==> src/rtl/matmul_mem_sequencer_if.sv <==
// Memory-port and control bundle between matmul_mem_sequencer and its environment.
// master: sequencer side (drives busy/done and the memory strobes, address, write data).
// slave : core/memory side (drives start and the combinational read data).
//   start     - one-cycle run request
//   busy      - sequencer owns the memory port
//   done      - one-cycle completion pulse
//   memread   - read strobe
//   memwrite  - write strobe
//   address   - byte address
//   mem_wdata - write data (memory data_in)
//   mem_rdata - read data (memory data_out), valid in the same cycle as address
interface matmul_mem_sequencer_if #(
  parameter int unsigned ADDR_W = 17,
  parameter int unsigned DATA_W = 32
);
  logic              start;
  logic              busy;
  logic              done;
  logic              memread;
  logic              memwrite;
  logic [ADDR_W-1:0] address;
  logic [DATA_W-1:0] mem_wdata;
  logic [DATA_W-1:0] mem_rdata;

  modport master (
    input  start, mem_rdata,
    output busy, done, memread, memwrite, address, mem_wdata
  );

  modport slave (
    output start, mem_rdata,
    input  busy, done, memread, memwrite, address, mem_wdata
  );
endinterface

==> src/rtl/matmul_mem_sequencer.sv <==
// Sequences the data memory to compute C = A x B for NxN matrices of DATA_W-bit words.
// A is read from A_BASE, B from B_BASE, C is written to C_BASE (row-major, 4-byte stride).
// Per C element: N x (RD_A, RD_B) multiply-accumulate pairs followed by one WR.
// Ports:
//   clk   - rising-edge clock
//   reset - synchronous active-high reset, priority over everything
//   bus   - matmul_mem_sequencer_if.master (start/busy/done + memory port)
// All bus outputs are registered; they are loaded with the decode of the state being
// entered so that address/strobes line up with the cycle the state is active.
module matmul_mem_sequencer #(
  parameter int unsigned       N      = 3,
  parameter int unsigned       ADDR_W = 17,
  parameter int unsigned       DATA_W = 32,
  parameter logic [ADDR_W-1:0] A_BASE = 17'h00200,
  parameter logic [ADDR_W-1:0] B_BASE = 17'h00300,
  parameter logic [ADDR_W-1:0] C_BASE = 17'h00100
) (
  input  logic                    clk,
  input  logic                    reset,
  matmul_mem_sequencer_if.master  bus
);

  localparam int unsigned CNT_W = (N > 1) ? $clog2(N) : 1;
  localparam logic [CNT_W-1:0] LAST = CNT_W'(N - 1);

  typedef enum logic [2:0] {
    IDLE,
    RD_A,
    RD_B,
    WR,
    DONE
  } state_t;

  state_t            state;
  logic [CNT_W-1:0]  i;
  logic [CNT_W-1:0]  j;
  logic [CNT_W-1:0]  k;
  logic [DATA_W-1:0] a_reg;
  logic [DATA_W-1:0] acc;
  logic [DATA_W-1:0] acc_sum;

  // Byte address of element (row, col) of an NxN row-major matrix at base.
  function automatic logic [ADDR_W-1:0] elem_addr(input logic [ADDR_W-1:0] base,
                                                  input logic [CNT_W-1:0]  row,
                                                  input logic [CNT_W-1:0]  col);
    return base + ADDR_W'((N * 32'(row) + 32'(col)) * 32'd4);
  endfunction

  // Multiply-accumulate; keeps the low DATA_W bits (modulo wrap).
  assign acc_sum = acc + a_reg * bus.mem_rdata;

  // FSM, counters, datapath and registered memory-port outputs.
  always_ff @(posedge clk) begin
    if (reset) begin
      state         <= IDLE;
      i             <= '0;
      j             <= '0;
      k             <= '0;
      a_reg         <= '0;
      acc           <= '0;
      bus.busy      <= 1'b0;
      bus.done      <= 1'b0;
      bus.memread   <= 1'b0;
      bus.memwrite  <= 1'b0;
      bus.address   <= '0;
      bus.mem_wdata <= '0;
    end else begin
      bus.done      <= 1'b0;
      bus.memread   <= 1'b0;
      bus.memwrite  <= 1'b0;
      bus.address   <= '0;
      bus.mem_wdata <= '0;

      case (state)
        IDLE: begin
          if (bus.start) begin
            state       <= RD_A;
            i           <= '0;
            j           <= '0;
            k           <= '0;
            acc         <= '0;
            bus.busy    <= 1'b1;
            bus.memread <= 1'b1;
            bus.address <= elem_addr(A_BASE, '0, '0);
          end
        end

        RD_A: begin
          a_reg       <= bus.mem_rdata;
          state       <= RD_B;
          bus.memread <= 1'b1;
          bus.address <= elem_addr(B_BASE, k, j);
        end

        RD_B: begin
          acc <= acc_sum;
          if (k != LAST) begin
            k           <= k + CNT_W'(1);
            state       <= RD_A;
            bus.memread <= 1'b1;
            bus.address <= elem_addr(A_BASE, i, k + CNT_W'(1));
          end else begin
            // Write data is the fully accumulated sum, taken straight from the adder.
            k             <= '0;
            state         <= WR;
            bus.memwrite  <= 1'b1;
            bus.address   <= elem_addr(C_BASE, i, j);
            bus.mem_wdata <= acc_sum;
          end
        end

        WR: begin
          acc <= '0;
          if (i == LAST && j == LAST) begin
            j        <= '0;
            state    <= DONE;
            bus.done <= 1'b1;
          end else if (j != LAST) begin
            j           <= j + CNT_W'(1);
            state       <= RD_A;
            bus.memread <= 1'b1;
            bus.address <= elem_addr(A_BASE, i, '0);
          end else begin
            j           <= '0;
            i           <= i + CNT_W'(1);
            state       <= RD_A;
            bus.memread <= 1'b1;
            bus.address <= elem_addr(A_BASE, i + CNT_W'(1), '0);
          end
        end

        DONE: begin
          state    <= IDLE;
          bus.busy <= 1'b0;
        end

        default: begin
          state    <= IDLE;
          bus.busy <= 1'b0;
        end
      endcase
    end
  end

endmodule

==> src/flat_wrapper.sv <==
// flat-port wrapper written by rule: the top's interface ports become plain ports
module matmul_mem_sequencer_flat 
#(
  parameter int unsigned       N      = 3,
  parameter int unsigned       ADDR_W = 17,
  parameter int unsigned       DATA_W = 32,
  parameter logic [ADDR_W-1:0] A_BASE = 17'h00200,
  parameter logic [ADDR_W-1:0] B_BASE = 17'h00300,
  parameter logic [ADDR_W-1:0] C_BASE = 17'h00100
)
  (clk, reset, bus_start, bus_mem_rdata, bus_busy, bus_done, bus_memread, bus_memwrite, bus_address, bus_mem_wdata);
  matmul_mem_sequencer_if #(.ADDR_W(ADDR_W), .DATA_W(DATA_W)) bus_i ();
  input  logic clk;
  input  logic reset;
  input wire logic [$bits(bus_i.start)-1:0] bus_start;
  input wire logic [$bits(bus_i.mem_rdata)-1:0] bus_mem_rdata;
  output wire logic [$bits(bus_i.busy)-1:0] bus_busy;
  output wire logic [$bits(bus_i.done)-1:0] bus_done;
  output wire logic [$bits(bus_i.memread)-1:0] bus_memread;
  output wire logic [$bits(bus_i.memwrite)-1:0] bus_memwrite;
  output wire logic [$bits(bus_i.address)-1:0] bus_address;
  output wire logic [$bits(bus_i.mem_wdata)-1:0] bus_mem_wdata;
  assign bus_i.start = bus_start;
  assign bus_i.mem_rdata = bus_mem_rdata;
  assign bus_busy = bus_i.busy;
  assign bus_done = bus_i.done;
  assign bus_memread = bus_i.memread;
  assign bus_memwrite = bus_i.memwrite;
  assign bus_address = bus_i.address;
  assign bus_mem_wdata = bus_i.mem_wdata;
  matmul_mem_sequencer #(.N(N), .ADDR_W(ADDR_W), .DATA_W(DATA_W), .A_BASE(A_BASE), .B_BASE(B_BASE), .C_BASE(C_BASE)) u_core (.clk(clk), .reset(reset), .bus(bus_i));
endmodule
==> config.mk <==
export PLATFORM = sky130hd
export DESIGN_NAME = matmul_mem_sequencer_flat
export DESIGN_NICKNAME = d
export VERILOG_FILES = /design/src/rtl/matmul_mem_sequencer_if.sv /design/src/rtl/matmul_mem_sequencer.sv /design/src/flat_wrapper.sv
export SDC_FILE = /design/constraint.sdc
export NUM_CORES = 1
export LEC_CHECK = 0
export BUFFER_PORTS_ARGS = -buffer_cell sky130_fd_sc_hd__buf_2
export CORE_MARGIN = 2
export CORE_UTILIZATION = 70
export CTS_BUF_LIST = sky130_fd_sc_hd__clkbuf_2
export DETAILED_ROUTE_END_ITERATION = 16
export PLACE_DENSITY = 0.88
export SYNTH_ARGS = -nofsm -noshare
export SYNTH_HDL_FRONTEND = slang
export SYNTH_SLANG_ARGS = --single-unit
==> constraint.sdc <==
create_clock -name clk -period 22.6 [get_ports clk]
set_clock_uncertainty 0.2 [all_clocks]
set_input_delay 2.26 -clock clk [delete_from_list [all_inputs] [get_ports clk]]
set_output_delay 2.26 -clock clk [all_outputs]
set_load 0.02 [all_outputs]
== Word-level counts from Yosys, hierarchy flattened ==
Index checks and enable logic that the tools add are counted.

* $add $sub $neg: 12
* Reductions and logical operators: 14
* $mul: 4
* Bitwise operators: 3
* Equal/unequal tests: 10
* Multiplexer cells: 28

{| class="wikitable"
|+ Operators with widths
! operator !! count
|-
| $pmux 32 s3 || 1
|-
| $pmux 17 s4 || 1
|-
| $mux 17 || 3
|-
| $add 10x17->17 const A || 2
|-
| $add 32x32->32 || 1
|-
| $mul 32x32->32 || 1
|-
| $mux 32 || 1
|-
| $add 10x6->11 const A || 2
|-
| $add 9x17->17 const A || 1
|-
| $add 4x2->5 || 3
|-
| $mux 2 || 7
|-
| $mul 2x2->4 const A || 3
|-
| $pmux 2 s2 || 3
|-
| $pmux 3 s4 || 1
|-
| $mux 10 || 1
|-
| $ne 2x2->1 const B || 5
|-
| $reduce_and 2->1 || 4
|-
| $add 2x1->2 const B || 3
|-
| $eq 3x2->1 const B || 2
|-
| $mux 1 || 6
|-
| $mux 3 || 2
|-
| $reduce_or 3->1 || 2
|-
| $eq 2x2->1 const B || 2
|-
| $pmux 1 s4 || 1
|-
| other kinds (9) || 13
|}

* Input port bits: 35
* Output and inout bits: 53
* Bits in registers: 126

== Longest topological paths before layout ==
Gate-level depths: netlist (run 1).

* Word-level depth: 6
* Gate-level depth with buffers: 30
* Gate-level depth less buffers: 27

== Worst setup path after synthesis (run 1) ==
OpenSTA, ideal clock, no wires.

* Kind: input -> register
* Start point: input port bus_mem_rdata[5]
* End point: register u_core.acc[29]
* Stages on the path: 26
* Setup slack: 13639 ps
* Arrival time: 8645 ps
* Required time: 22283 ps
* Cell sequence: clkbuf_1 -> clkbuf_1 -> and2_1 -> fa_1 -> fa_1 -> fa_1 -> inv_1 -> fa_1 -> inv_1 -> fa_1 -> inv_1 -> fa_1 -> inv_1 -> fa_1 -> inv_1 -> fa_1 -> inv_1 -> ha_1 -> and4_1 -> nand3_1 -> or2_1 -> o2111ai_1 -> o211ai_1 -> o21ai_1 -> xnor2_1 -> a22o_1

* Word-level cells in the longest chain between the ends: 3

{| class="wikitable"
|+ RTL lines
! what !! line !! text
|-
| from (decl) || flat_wrapper.sv:16 || <nowiki>input wire logic [$bits(bus_i.mem_rdata)-1:0] bus_mem_rdata;</nowiki>
|-
| $mul 32x32->32 || matmul_mem_sequencer.sv:50 || <nowiki>assign acc_sum = acc + a_reg * bus.mem_rdata;</nowiki>
|-
| $add 32x32->32 || matmul_mem_sequencer.sv:50 ||
|-
| $pmux 32 s3 || matmul_mem_sequencer.sv:74 || <nowiki>case (state)</nowiki>
|-
| to (signal assigned) || matmul_mem_sequencer.sv:96 || <nowiki>acc <= acc_sum;</nowiki>
|-
| to (decl) || matmul_mem_sequencer.sv:39 || <nowiki>logic [DATA_W-1:0] acc;</nowiki>
|}

Every way passes these cells.
A chain may end at the register's enable or synchronous reset.

== Worst setup path after layout (run 1) ==
* Start point: input port bus_mem_rdata[0]
* End point: register u_core.acc[31]

Same word-level chain as after synthesis.

==> results of run 1 <==
per-stage QoR:
step	util (%)	hold WS [ns]	std cells	area (um2)	setup WS, ns
finish	73.20	0.2799	2735	21580	13.69
global route	73.19	0.2856	2734	21580	13.34
CTS	73.19	0.2787	2734	21580	13.73
detailed placement	72.16	0.2461	2702	21270	13.01
global placement	72.16	0.2390	2702	21270	13.14
floorplan	-	0.2250	2352	20840	13.64
critical path, cell delays in order:
cell,delay (ns)
sky130_fd_sc_hd__buf_2,0.52
sky130_fd_sc_hd__and2_1,0.25
sky130_fd_sc_hd__fa_1,0.45
sky130_fd_sc_hd__fa_1,0.50
sky130_fd_sc_hd__fa_1,0.49
sky130_fd_sc_hd__inv_1,0.06
sky130_fd_sc_hd__fa_1,0.53
sky130_fd_sc_hd__inv_1,0.06
sky130_fd_sc_hd__fa_1,0.50
sky130_fd_sc_hd__inv_1,0.06
sky130_fd_sc_hd__fa_1,0.54
sky130_fd_sc_hd__inv_1,0.05
sky130_fd_sc_hd__fa_1,0.47
sky130_fd_sc_hd__inv_1,0.06
sky130_fd_sc_hd__fa_1,0.50
sky130_fd_sc_hd__inv_1,0.06
sky130_fd_sc_hd__ha_1,0.36
sky130_fd_sc_hd__and4_1,0.23
sky130_fd_sc_hd__nand3_1,0.12
sky130_fd_sc_hd__or2_1,0.27
sky130_fd_sc_hd__o2111ai_1,0.20
sky130_fd_sc_hd__o211ai_1,0.21
sky130_fd_sc_hd__o21ai_1,0.24
sky130_fd_sc_hd__xnor2_1,0.17
sky130_fd_sc_hd__o21ai_1,0.08
area by class of cell:
class	count	area (um2)
antenna	1	2.502
inverter	530	1989
timing repair buffer	90	483.0
sequential	115	2302
tap	390	488.0
clock buffer	19	95.09
multi-input combinational	1577	16010
clock inverter	13	209.0
fill	2023	7901
cells by family after synthesis:
| kind of cell | Yosys count | share of synthesized area, % |
|---|---|---|
| buffers and inverters | 660 | 12.18 |
| AND/OR/NAND/NOR | 733 | 17.22 |
| flip-flops | 115 | 11.07 |
| XOR/XNOR | 91 | 3.831 |
| adder cells (fa/ha/maj) | 576 | 50.55 |
| other | 1 | 0.01802 |
| multiplexers | 2 | 0.1022 |
| AO/OA/AOI/OAI | 165 | 5.027 |
cell usage after synthesis (all sizes together) (2+ instances only):
cell type and instances:
a22oi 6, clkbuf 109, o2111ai 2, and2 288
nand3 5, nand2b 4, and3 7, xnor2 72
a21oi 70, o211ai 3, ha 135, a211oi 2
o21bai 8, o31ai 2, nor3 9, fa 441
or2 2, xor2 19, buf 21, nor2 51
o21a 4, a222oi 2, inv 530, dfxtp 115
o22ai 2, nand2 351, a22o 9, a21boi 2
nor3b 3, nand4 3, a21o 12, nand3b 2
nor2b 4, o21ai 37
power by group through the flow:
stage          Sequential (mW)  Combinational [mW]  Clock, mW
4_1_cts                  0.232                1.02      0.178
2_1_floorplan            0.224               0.750          0
3_5_place_dp             0.236                1.01          0
5_1_grt                  0.234                1.16      0.187
3_3_place_gp             0.235               0.980          0
6_report                 0.233                1.03      0.180
metal layers:
layer	up-vias	track usage [%]	wire length, um
met5	-	0	13
li1	6749	-	-
met3	231	8.592	5690
met2	948	59.93	25640
met1	7794	46.70	19030
met4	2	18.25	2768
how the worst max path moves through the flow:
stage | to | slack, ns | depth (start not counted)
2_1_floorplan | u_core.acc[29] | 13.64 | 26
3_3_place_gp | u_core.acc[29] | 13.14 | 25
3_5_place_dp | u_core.acc[31] | 13.01 | 25
4_1_cts | u_core.acc[31] | 13.73 | 25
5_1_grt | u_core.acc[31] | 13.34 | 26
6_report | u_core.acc[31] | 13.69 | 25
==> impl_summary.md, run 1 <==
Status
The flow ran to the end, and the final reports show no timing, DRC or antenna violations.

Worst setup path
The maximum fanout encountered on the critical timing path is 33. The required time of the worst setup path is 22.98 ns. Setup slack on the worst reg-to-reg path comes out at 14.65 ns. The critical path launch point is bus_mem_rdata[0]. The nature of the critical path endpoint is a flop. In this run the critical register-to-register path is captured at u_core.acc[31].

The worst reg-to-reg path cell count is 24. The worst setup path is launched from an input pin. In this run the critical register-to-register path is launched from u_core.a_reg[10]. The worst setup path is of the in2reg kind. The data arrival at the endpoint of the critical path is 9.29 ns.

Synth
The cell taking the most area after synthesis is sky130_fd_sc_hd__fa_1. Counting every instance in the synthesized netlist gives 2343. The sequential area share after synthesis is 11.07%.

After synthesis, the cell types taking the most area are sky130_fd_sc_hd__fa_1 (42%), sky130_fd_sc_hd__dfxtp_1 (11%), sky130_fd_sc_hd__inv_1 (9.6%). The mean area per synthesized cell is 8.880 um2. In this run the biggest area consumer among cell types represents 42.43% of the synthesized area. The async set or reset register ratio after synthesis is 0%. The primary flip-flop cell chosen by synthesis mapping is sky130_fd_sc_hd__dfxtp_1. Counting distinct cell types in the post-synthesis netlist gives 60. Summing every instance area after synthesis gives 20810 um2. For this run, the number of Yosys warnings is 0. The flop and latch count out of synthesis is 115. In this run, synthesis inferred 0 flip-flops with an integrated enable.

STA
Timing would allow up to 0.1123 GHz. The count of endpoints failing hold in the final timing report was 0. Setup repair after global routing left no endpoint under its margin. The final number of max-transition violations is 0.

The final sum of negative setup slack is 0 ns. After layout, the worst path uses 39.42% of the clock period. Setup violations remaining at the end of the flow were counted as 0.

The post-layout minimum cycle time is 8.909 ns. Measured against its own limit, the worst slew margin works out to 20.91%. The slew at the pin closest to its max-slew limit is 1.185 ns.

Placement
The weighted congestion reported at the end of routability-driven placement is 0.9573. Buffers placed on the I/O ports in this run total 77. Detailed placement finished with a half-perimeter wire length of 40.93 mm.

Cells and area
The library cell used most frequently in the layout, excluding fill and tap cells, is sky130_fd_sc_hd__inv_1. The area growth from synthesis to layout is 3.716%. In the final layout, the share of cells above drive strength 1 is 5.930%.

The library cells used most frequently in the layout, excluding fill and tap cells, are sky130_fd_sc_hd__inv_1 (530), sky130_fd_sc_hd__fa_1 (441), sky130_fd_sc_hd__nand2_1 (351), sky130_fd_sc_hd__and2_1 (288), sky130_fd_sc_hd__ha_1 (135). In the final design database the tool counted 2942 nets.

Global route
The number of global-route vias before repair is 17460. Entering global routing, the biggest net connects 50 pins. The initial antenna violation count is 1.

The overflow left after global routing is 0. Across every metal layer, demand over resource in global routing totals 36.84%. The first-pass GRT wire length is 88.24 mm.

Die
The die covers 31120 um2. The horizontal die dimension is 176.4 um. The number of cell rows is 63. The total area inside the core boundary comes to 29480 um2. Measured along the y axis, the die boundary spans 176.4 um. The initial standard-cell utilization of the core is 70.58%. Pin placement for this block handled 88 I/O pins.

Drt
The total number of vias is 15720. The final routed DRC violation total is 0. The average wire per cell in the routed design is 19.43 um. The final wirelength is 53.15 mm. The per-cell via count in the routed design is 5.749. The count of nets left with antenna violations once routing finished came out at 0.

The first routing iteration left 1456 violations. The first-pass iteration count of the detailed router is 7.

Clock tree
The total clock sinks is 115. The number of levels the H-tree was split into is 4. The number of gates resized after cts is 0. TritonCTS built the clock tree. The hold buffer count at CTS is 0. TritonCTS created 17 clock buffers. Clock tree synthesis selected as its root buffer the cell sky130_fd_sc_hd__clkbuf_2. The clock latency at the later pin of the worst-skew pair is 0.75 ns. Clock-pin slew was measured on the worst setup and hold paths at 0.19 ns. The clock passes through at most 2 buffers. The number of buffers added for setup after CTS is 0.

Min path
For hold timing, the worst endpoint is u_core.acc[13]. The worst hold path passes through 2 cells. The type of the worst min-delay path is reg2reg.

The startpoint identified for the worst hold timing path is u_core.acc[13].

Pwr
Summed over all cells, the static leakage comes to 10.59 nW. Of the total power, registers draw 16.1%. The proportion of power drawn by the clock network is 12.5%. The worst ir drop on vdd is 0.00008575 V. Net switching is 50.99% of the power. Overall power consumption after layout is estimated at 1.446 mW. The internal portion of the total power is 0.7089 mW. Power spread over the standard cell area amounts to 67.03 nW/um2.

The proportion of power drawn by combinational gates is 71.4%. The switching power of the nets is 0.7374 mW.

Run
The tool flagged a number of max-cap violations equal to 0.
No activity file was read; power rests on OpenSTA's default activity.
==> run 2: changes to the inputs <==
CORE_UTILIZATION = 60   (was 70)
PLACE_DENSITY = 0.8   (was 0.88)
clock period = 8.1 ns   (was 22.6 ns; I/O delays follow)
==> run 2 against run 1 <==
  * Final area is 1.5% higher
  * Critical path depth decreased by 1
  * Global-route usage down 4.1 points
  * Count of clock-buffer cells in the layout decreased by 2
  * Wire length rose by 5.4%
  * Worst hold slack got worse by 0.22 ns
  * Setup slack got worse by 13 ns
  * Die area up 16%
  * Power rose to 2.8 times the previous value
  * Cell count increased by 3.7%
  * Sequential cell count is the same
  * Register-to-register slack got worse by 14 ns
  * Critical endpoint is now u_core.acc[18]
==> impl_summary.md, run 2 (same netlist as run 1, synthesis figures left out) <==
Status
The run finished with clean final reports.

Pwr
The part of the total power dissipated in sequential elements is 15.6%. The clock network is responsible for 10.9% of the overall power. The analysis attributes to cell leakage a power of 10.75 nW. The proportion of power drawn by combinational gates is 73.6%.

The worst ir drop on vdd is 0.0002004 V. For this design the ratio of total power to cell area is 187.8 nW/um2. Summed over all nets, the switching power comes to 2.213 mW. Net switching is 53.82% of the power. The internal power is 1.899 mW.

Worst setup path
In this design, the stage delay of the slowest critical-path cell is 0.84 ns. Following the worst setup path forward leads to its endpoint at u_core.acc[18]. In this run the worst setup path begins at u_core.a_reg[6].

STA classifies the critical path startpoint as a flop. The data arrival at the endpoint of the critical path is 8.01 ns. The origin of the critical flop-to-flop path is u_core.a_reg[6]. Walking the worst path, the cells encountered are buf_4, and2_1, fa_1, fa_1, inv_1, fa_1, fa_1, inv_1, ha_1, ha_1, fa_1, inv_1, fa_1, inv_1, ha_1, a21o_1, a21o_1, a41oi_2, a21o_2, nand2_1, a21oi_1, o21ai_0, xnor2_1, o21ai_0. For flop-to-flop paths, the worst setup slack is 0.57 ns.

The required time of the worst setup path is 8.58 ns. The highest-delay cell along the critical path is sky130_fd_sc_hd__dfxtp_1. The library cell appearing most often on the critical path is sky130_fd_sc_hd__fa_1.

The worst reg-to-reg path cell count is 24. The nature of the critical path endpoint is a flop. The setup path with the least slack is of type reg2reg. In this run the worst path has a maximum fanout of 10. The endpoint of the most critical register-to-register path is u_core.acc[18].

Cells and area
The count of cells in the finished layout, fillers not included, comes to 2835. The number of nets in the layout is 2976. The layout cell share with drive strength beyond 1 is 7.233%. The final core utilization is 63.69%. The finished cells cover 21890 um2. The layout has 2824 filler cells.

The post-synthesis to final-layout area growth is 5.226%. The most common library cell in the layout ignoring fill and taps is sky130_fd_sc_hd__inv_1. The top cell types in the final layout, fill and taps aside, are sky130_fd_sc_hd__inv_1 (530), sky130_fd_sc_hd__fa_1 (441), sky130_fd_sc_hd__nand2_1 (351), sky130_fd_sc_hd__and2_1 (288), sky130_fd_sc_hd__ha_1 (135).

Clock tree
The clock passes through at most 2 buffers. The TritonCTS clock tree is yes. Counting the buffers created by CTS gives 17.

After clock tree synthesis, the clock-pin slew on the worst setup and hold paths is 0.29 ns. CTS built an H-tree with a depth of 4. The clock latency at the later pin of the worst-skew pair is 0.79 ns. The cell at the root of the clock tree is sky130_fd_sc_hd__clkbuf_2. The number of gates resized after cts is 0. Clock tree synthesis found a total of 115 sinks.

Global route
The routing usage on met3 is 9.459%. The met2 layer usage reported by global route is 52.18%. The most heavily used metal layer in global routing is met2. The first global-routing pass estimated 89.99 mm of wire.

The overflow left after global routing is 0. The initial antenna violation count is 1. Entering global routing, the biggest net connects 50 pins.

Across every metal layer, demand over resource in global routing totals 32.76%. For this run, global-route usage on met1 was measured as 42.64%. The number of global-route vias before repair is 16860.

STA
Setup violations remaining at the end of the flow were counted as 0. The share of the clock period used by the worst path is 92.94%. The slew at the pin closest to its max-slew limit is 0.9589 ns. The final sum of negative setup slack is 0 ns. The final number of max-transition violations is 0. Headroom to the max-slew limit came out at 36.07%. Setup repair after global routing left no endpoint under its margin. Static timing analysis puts the maximum clock frequency at 0.1328 GHz.

Final hold analysis gives a worst-case slack of 0.05710 ns. The count of endpoints failing hold in the final timing report is 0. The post-layout minimum cycle time is 7.528 ns.

Die
The die is 190.2 um tall. The initial utilization of the core area, before any placement, comes to 60.53%. The floorplan step defined a core boundary enclosing 34370 um2.

Measured along the x axis, the die boundary spans 190.2 um. 88 I/O pins were placed. The floorplan has 68 rows. The area enclosed by the die boundary is 36180 um2.

Drt
The per-cell via count in the routed design is 5.501. The first-pass iteration count of the detailed router is 6. After detailed routing, the average wire length per cell comes to 19.76 um.

The final routed DRC violation total is 0. The detailed router placed 15600 vias in this run. The final wirelength is 56.01 mm. The count of nets left with antenna violations once routing finished came out at 0. The number of DRC markers in iteration 0 is 1474.

Run
The max-cap violation count is 0.

Placement
Detailed placement ended at an HPWL of 44.86 mm. After detailed placement, the total cell area comes to 21610 um2. The congestion estimate from routability-driven global placement came to 0.9515. Input and output buffers added on the ports amount to 77.

After detailed placement, the design holds a cell count of 2800.

Min path
The type of the worst min-delay path is in2reg.
[run 2: area by class of cell]
| class | count | area, um2 | area share (%) |
|---|---|---|---|
| inverters | 530 | 1989 | 9.087 |
| clock buffers | 17 | 85.08 | 0.3886 |
| multi-input cells | 1577 | 16010 | 73.13 |
| repair buffers | 124 | 753.2 | 3.440 |
| well taps | 455 | 569.3 | 2.600 |
| flip-flops and latches | 115 | 2302 | 10.52 |
| diodes | 2 | 5.005 | 0.02286 |
| clock inverters | 15 | 178.9 | 0.8172 |
[run 2: routing by layer]
layer	wire (um)	vias up
met2	26000	799
met5	64	-
met1	21560	7808
met4	2239	4
met3	6137	165
li1	-	6820
[run 2: timing repair]
item | 4_1_cts | 5_1_grt
hold buffers | 0 | 1
endpoints found under the hold margin | 0 | 1
buffers inserted | 0 | 0
[run 2: worst max-delay path, delay by kind of cell, from the launching register on]
kind                     cells  cell delay, ns
buffers and inverters        5            0.54
XOR/XNOR                     1            0.37
flip-flops                   1            0.84
AND/OR/NAND/NOR              2            0.24
adder cells (fa/ha/maj)      9            3.84
AO/OA/AOI/OAI                7            1.38
[run 2: how the worst min path moves through the flow]
stage | depth (start not counted) | start | end | slack [ns]
2_1_floorplan | 2 | u_core.acc[11] | u_core.acc[11] | 0.23
3_3_place_gp | 2 | u_core.acc[30] | u_core.acc[30] | 0.24
3_5_place_dp | 2 | u_core.acc[17] | u_core.acc[17] | 0.25
4_1_cts | 3 | bus_mem_rdata[30] | u_core.a_reg[30] | 0.01
5_1_grt | 3 | bus_mem_rdata[29] | u_core.a_reg[29] | 0.01
6_report | 3 | bus_mem_rdata[29] | u_core.a_reg[29] | 0.06
[run 2: power by group through the flow]
stage	registers [mW]	logic [mW]	clock network [mW]
floorplan	0.624	2.09	0
global placement	0.648	2.88	0
detailed placement	0.648	2.93	0
CTS	0.638	2.98	0.445
global route	0.642	3.34	0.468
finish	0.640	3.03	0.447
[run 2: per-stage QoR]
| step | power, mW | setup WS (ns) |
|---|---|---|
| floorplan | 2.717 | 0.5887 |
| global placement | 3.524 | 0.3573 |
| detailed placement | 3.579 | 0.2358 |
| CTS | 4.061 | 0.6237 |
| global route | 4.449 | 0.2090 |
| finish | 4.112 | 0.5721 |
==> run 3: changes to the inputs <==
PLACE_DENSITY = unset   (was 0.8)
PLACE_DENSITY_LB_ADDON = 0.15   (was unset)
==> run 3 against run 2 <==
  * First-iteration DRC count shrank 32%
  * Largest cell class unchanged
  * Highest routed layer unchanged
  * Combinational power decreased by 1%
  * Final area is 0.13% lower
  * Sequential power barely moved
  * Sequential share of layout area about the same
  * Power is 1.7% lower
  * Sequential cell count unchanged
  * Non-clock buffer count increased by 1
==> impl_summary.md, run 3 (same netlist as run 1, synthesis figures left out) <==
Global route
Global routing finished with a remaining overflow of 0. Across every metal layer, demand over resource in global routing totals 33.36%. The initial antenna violation count came to 5. The number of global-route vias before repair is 16520. Entering global routing, the biggest net connects 50 pins. The first global-routing pass estimated 91.27 mm of wire.

STA
Setup repair after global routing left no endpoint under its margin. The count of endpoints failing hold in the final timing report is 0. After layout, the minimum clock period comes to 7.595 ns.

The final number of max-transition violations is 0. Measured against its own limit, the worst slew margin works out to 32.48%. The setup slack of the critical path after layout is 0.5050 ns. Setup violations remaining at the end of the flow were counted as 0. Timing would allow up to 0.1317 GHz. The slew at the pin closest to its max-slew limit is 1.011 ns. The final sum of negative setup slack is 0 ns.

The final critical path takes up 93.76% of the cycle. Across all hold checks on the routed design, the worst slack comes to 0.06454 ns.

Die
The floorplan step defined a die boundary enclosing 36180 um2. The number of cell rows is 68. The die is 190.2 um wide. The initial standard-cell utilization of the core is 60.53%.

The height of the chip is 190.2 um. The core region is 34370 um2. The number of top-level design ports is 88.

Drt
In this run, the number of DRC markers left after iteration 0 of detailed routing was 1002. For this run, design rule violations remaining after detail routing come to 0. The total number of vias is 15420. The per-cell via count in the routed design is 5.433. The average wire per cell in the routed design is 19.87 um. The first-pass iteration count of the detailed router is 5. Once detail routing completed, the nets flagged for antenna violations numbered 0. The final wirelength is 56.39 mm.

Cells and area
The number of nets in the layout is 2977. The layout cell share with drive strength beyond 1 is 7.314%. The library cell used most frequently in the layout, excluding fill and tap cells, is sky130_fd_sc_hd__inv_1. Leaving out fill and tap cells, the most frequent cells in the layout are sky130_fd_sc_hd__inv_1 (530), sky130_fd_sc_hd__fa_1 (441), sky130_fd_sc_hd__nand2_1 (351), sky130_fd_sc_hd__and2_1 (288), sky130_fd_sc_hd__ha_1 (135). The post-synthesis to final-layout area growth is 5.087%.

Placement
The number of buffers added on ports is 77. The weighted congestion reported at the end of routability-driven placement is 0.9241. The pre-CTS setup slack is 0.2426 ns. Detailed placement finished with a half-perimeter wire length of 45.11 mm.

Worst setup path
Along the worst path, the maximum fanout reaches 15. STA puts the critical path data required time at 8.55 ns. The critical setup path kind is reg2reg. The data arrival at the endpoint of the critical path is 8.04 ns. The worst setup path is captured at a flop. The startpoint type of the worst setup path is a flop.

Min path
The type of the worst min-delay path is in2reg.

Pwr
The static leakage is 10.74 nW. VDD sags by at most 0.0002026 V. The power per standard cell area is 184.9 nW/um2.

Clock tree
After clock tree synthesis, the clock-pin slew on the worst setup and hold paths is 0.28 ns. The number of buffers added for setup after CTS is 0. The tree is rooted in a sky130_fd_sc_hd__clkbuf_2. The clock buffer count from CTS is 17. The hold buffer count at CTS is 0. The total clock sinks is 115. After clock tree synthesis, the repair step resized 0 gates. The longest clock path from root to sink contains 2 buffers.

The number of levels the H-tree was split into is 4. TritonCTS built the clock tree. The later pin in the worst-skew pair is clocked with a latency of 0.79 ns.

Status
The run finished with clean final reports.

Run
Across the run, the number of max-cap violations was 0.
==> run 3: cell types whose count changed in the layout (fill, tap and decap cells not counted) <==
cell	delta
sky130_fd_sc_hd__inv_8	+1
sky130_fd_sc_hd__inv_6	-1
sky130_fd_sc_hd__diode_2	+2
sky130_fd_sc_hd__clkinv_8	-1
sky130_fd_sc_hd__buf_12	-1
sky130_fd_sc_hd__bufinv_16	-1
sky130_fd_sc_hd__dlygate4sd3_1	-1
sky130_fd_sc_hd__buf_4	+3
sky130_fd_sc_hd__clkinv_4	+2
==> run 3: power breakdown <==
group	internal [mW]	leakage [nW]	total (mW)	switching, mW
Sequential	0.597	0.931	0.640	0.0433
Combinational	1.15	9.66	2.99	1.83
Clock	0.102	0.145	0.417	0.314
Total	1.85	10.7	4.04	2.19
==> run 3: cell type report <==
type | count | area [um2]
Timing Repair Buffer | 125 | 745.7
Multi-Input combinational cell | 1577 | 16010
Clock buffer | 17 | 85.08
Tap cell | 455 | 569.3
Antenna cell | 4 | 10.01
Sequential cell | 115 | 2302
Clock inverter | 15 | 152.6
Inverter | 530 | 1989
Fill cell | 2982 | 12510
==> run 3: final timing paths <==
check	startpoint	end	slack, ns	cells past startpoint
max	u_core.a_reg[10]	u_core.bus.mem_wdata[31]	0.51	25
max reg2reg	u_core.a_reg[10]	u_core.bus.mem_wdata[31]	0.51	25
min	bus_mem_rdata[30]	u_core.a_reg[30]	0.06	3
min reg2reg	u_core.acc[14]	u_core.acc[14]	0.28	2
==> run 3: metal layers <==
| metal | track usage (%) | share of wire, % |
|---|---|---|
| met1 | 46.43 | 42 |
| met2 | 53.97 | 47 |
| met3 | 6.183 | 8.1 |
| met4 | 9.362 | 2.6 |
| met5 | 0 | 0.041 |
==> run 3: critical path, stage by stage, from the launching register on <==
cell	delay [ns]
sky130_fd_sc_hd__dfxtp_1	0.69
sky130_fd_sc_hd__buf_4	0.36
sky130_fd_sc_hd__nand2_1	0.13
sky130_fd_sc_hd__fa_1	0.43
sky130_fd_sc_hd__inv_1	0.08
sky130_fd_sc_hd__fa_1	0.44
sky130_fd_sc_hd__fa_1	0.52
sky130_fd_sc_hd__inv_1	0.06
sky130_fd_sc_hd__fa_1	0.47
sky130_fd_sc_hd__inv_1	0.05
sky130_fd_sc_hd__fa_1	0.47
sky130_fd_sc_hd__fa_1	0.50
sky130_fd_sc_hd__fa_1	0.50
sky130_fd_sc_hd__inv_1	0.05
sky130_fd_sc_hd__fa_1	0.47
sky130_fd_sc_hd__inv_1	0.04
sky130_fd_sc_hd__ha_1	0.36
sky130_fd_sc_hd__a21oi_1	0.16
sky130_fd_sc_hd__nand2_1	0.07
sky130_fd_sc_hd__a211oi_1	0.35
sky130_fd_sc_hd__a21o_1	0.19
sky130_fd_sc_hd__o2111ai_1	0.13
sky130_fd_sc_hd__o211ai_1	0.24
sky130_fd_sc_hd__o21ai_1	0.15
sky130_fd_sc_hd__xnor2_1	0.26
sky130_fd_sc_hd__nor2_1	0.08
==> run 3: through the flow <==
stage | total power [mW] | std cells | utilization (%) | cell area (um2)
2_1_floorplan | 2.717 | 2352 | - | 20840
3_3_place_gp | 3.530 | 2802 | 62.89 | 21620
3_5_place_dp | 3.571 | 2802 | 62.89 | 21620
4_1_cts | 4.023 | 2834 | 63.58 | 21850
5_1_grt | 4.408 | 2835 | 63.59 | 21860
6_report | 4.042 | 2838 | 63.61 | 21860
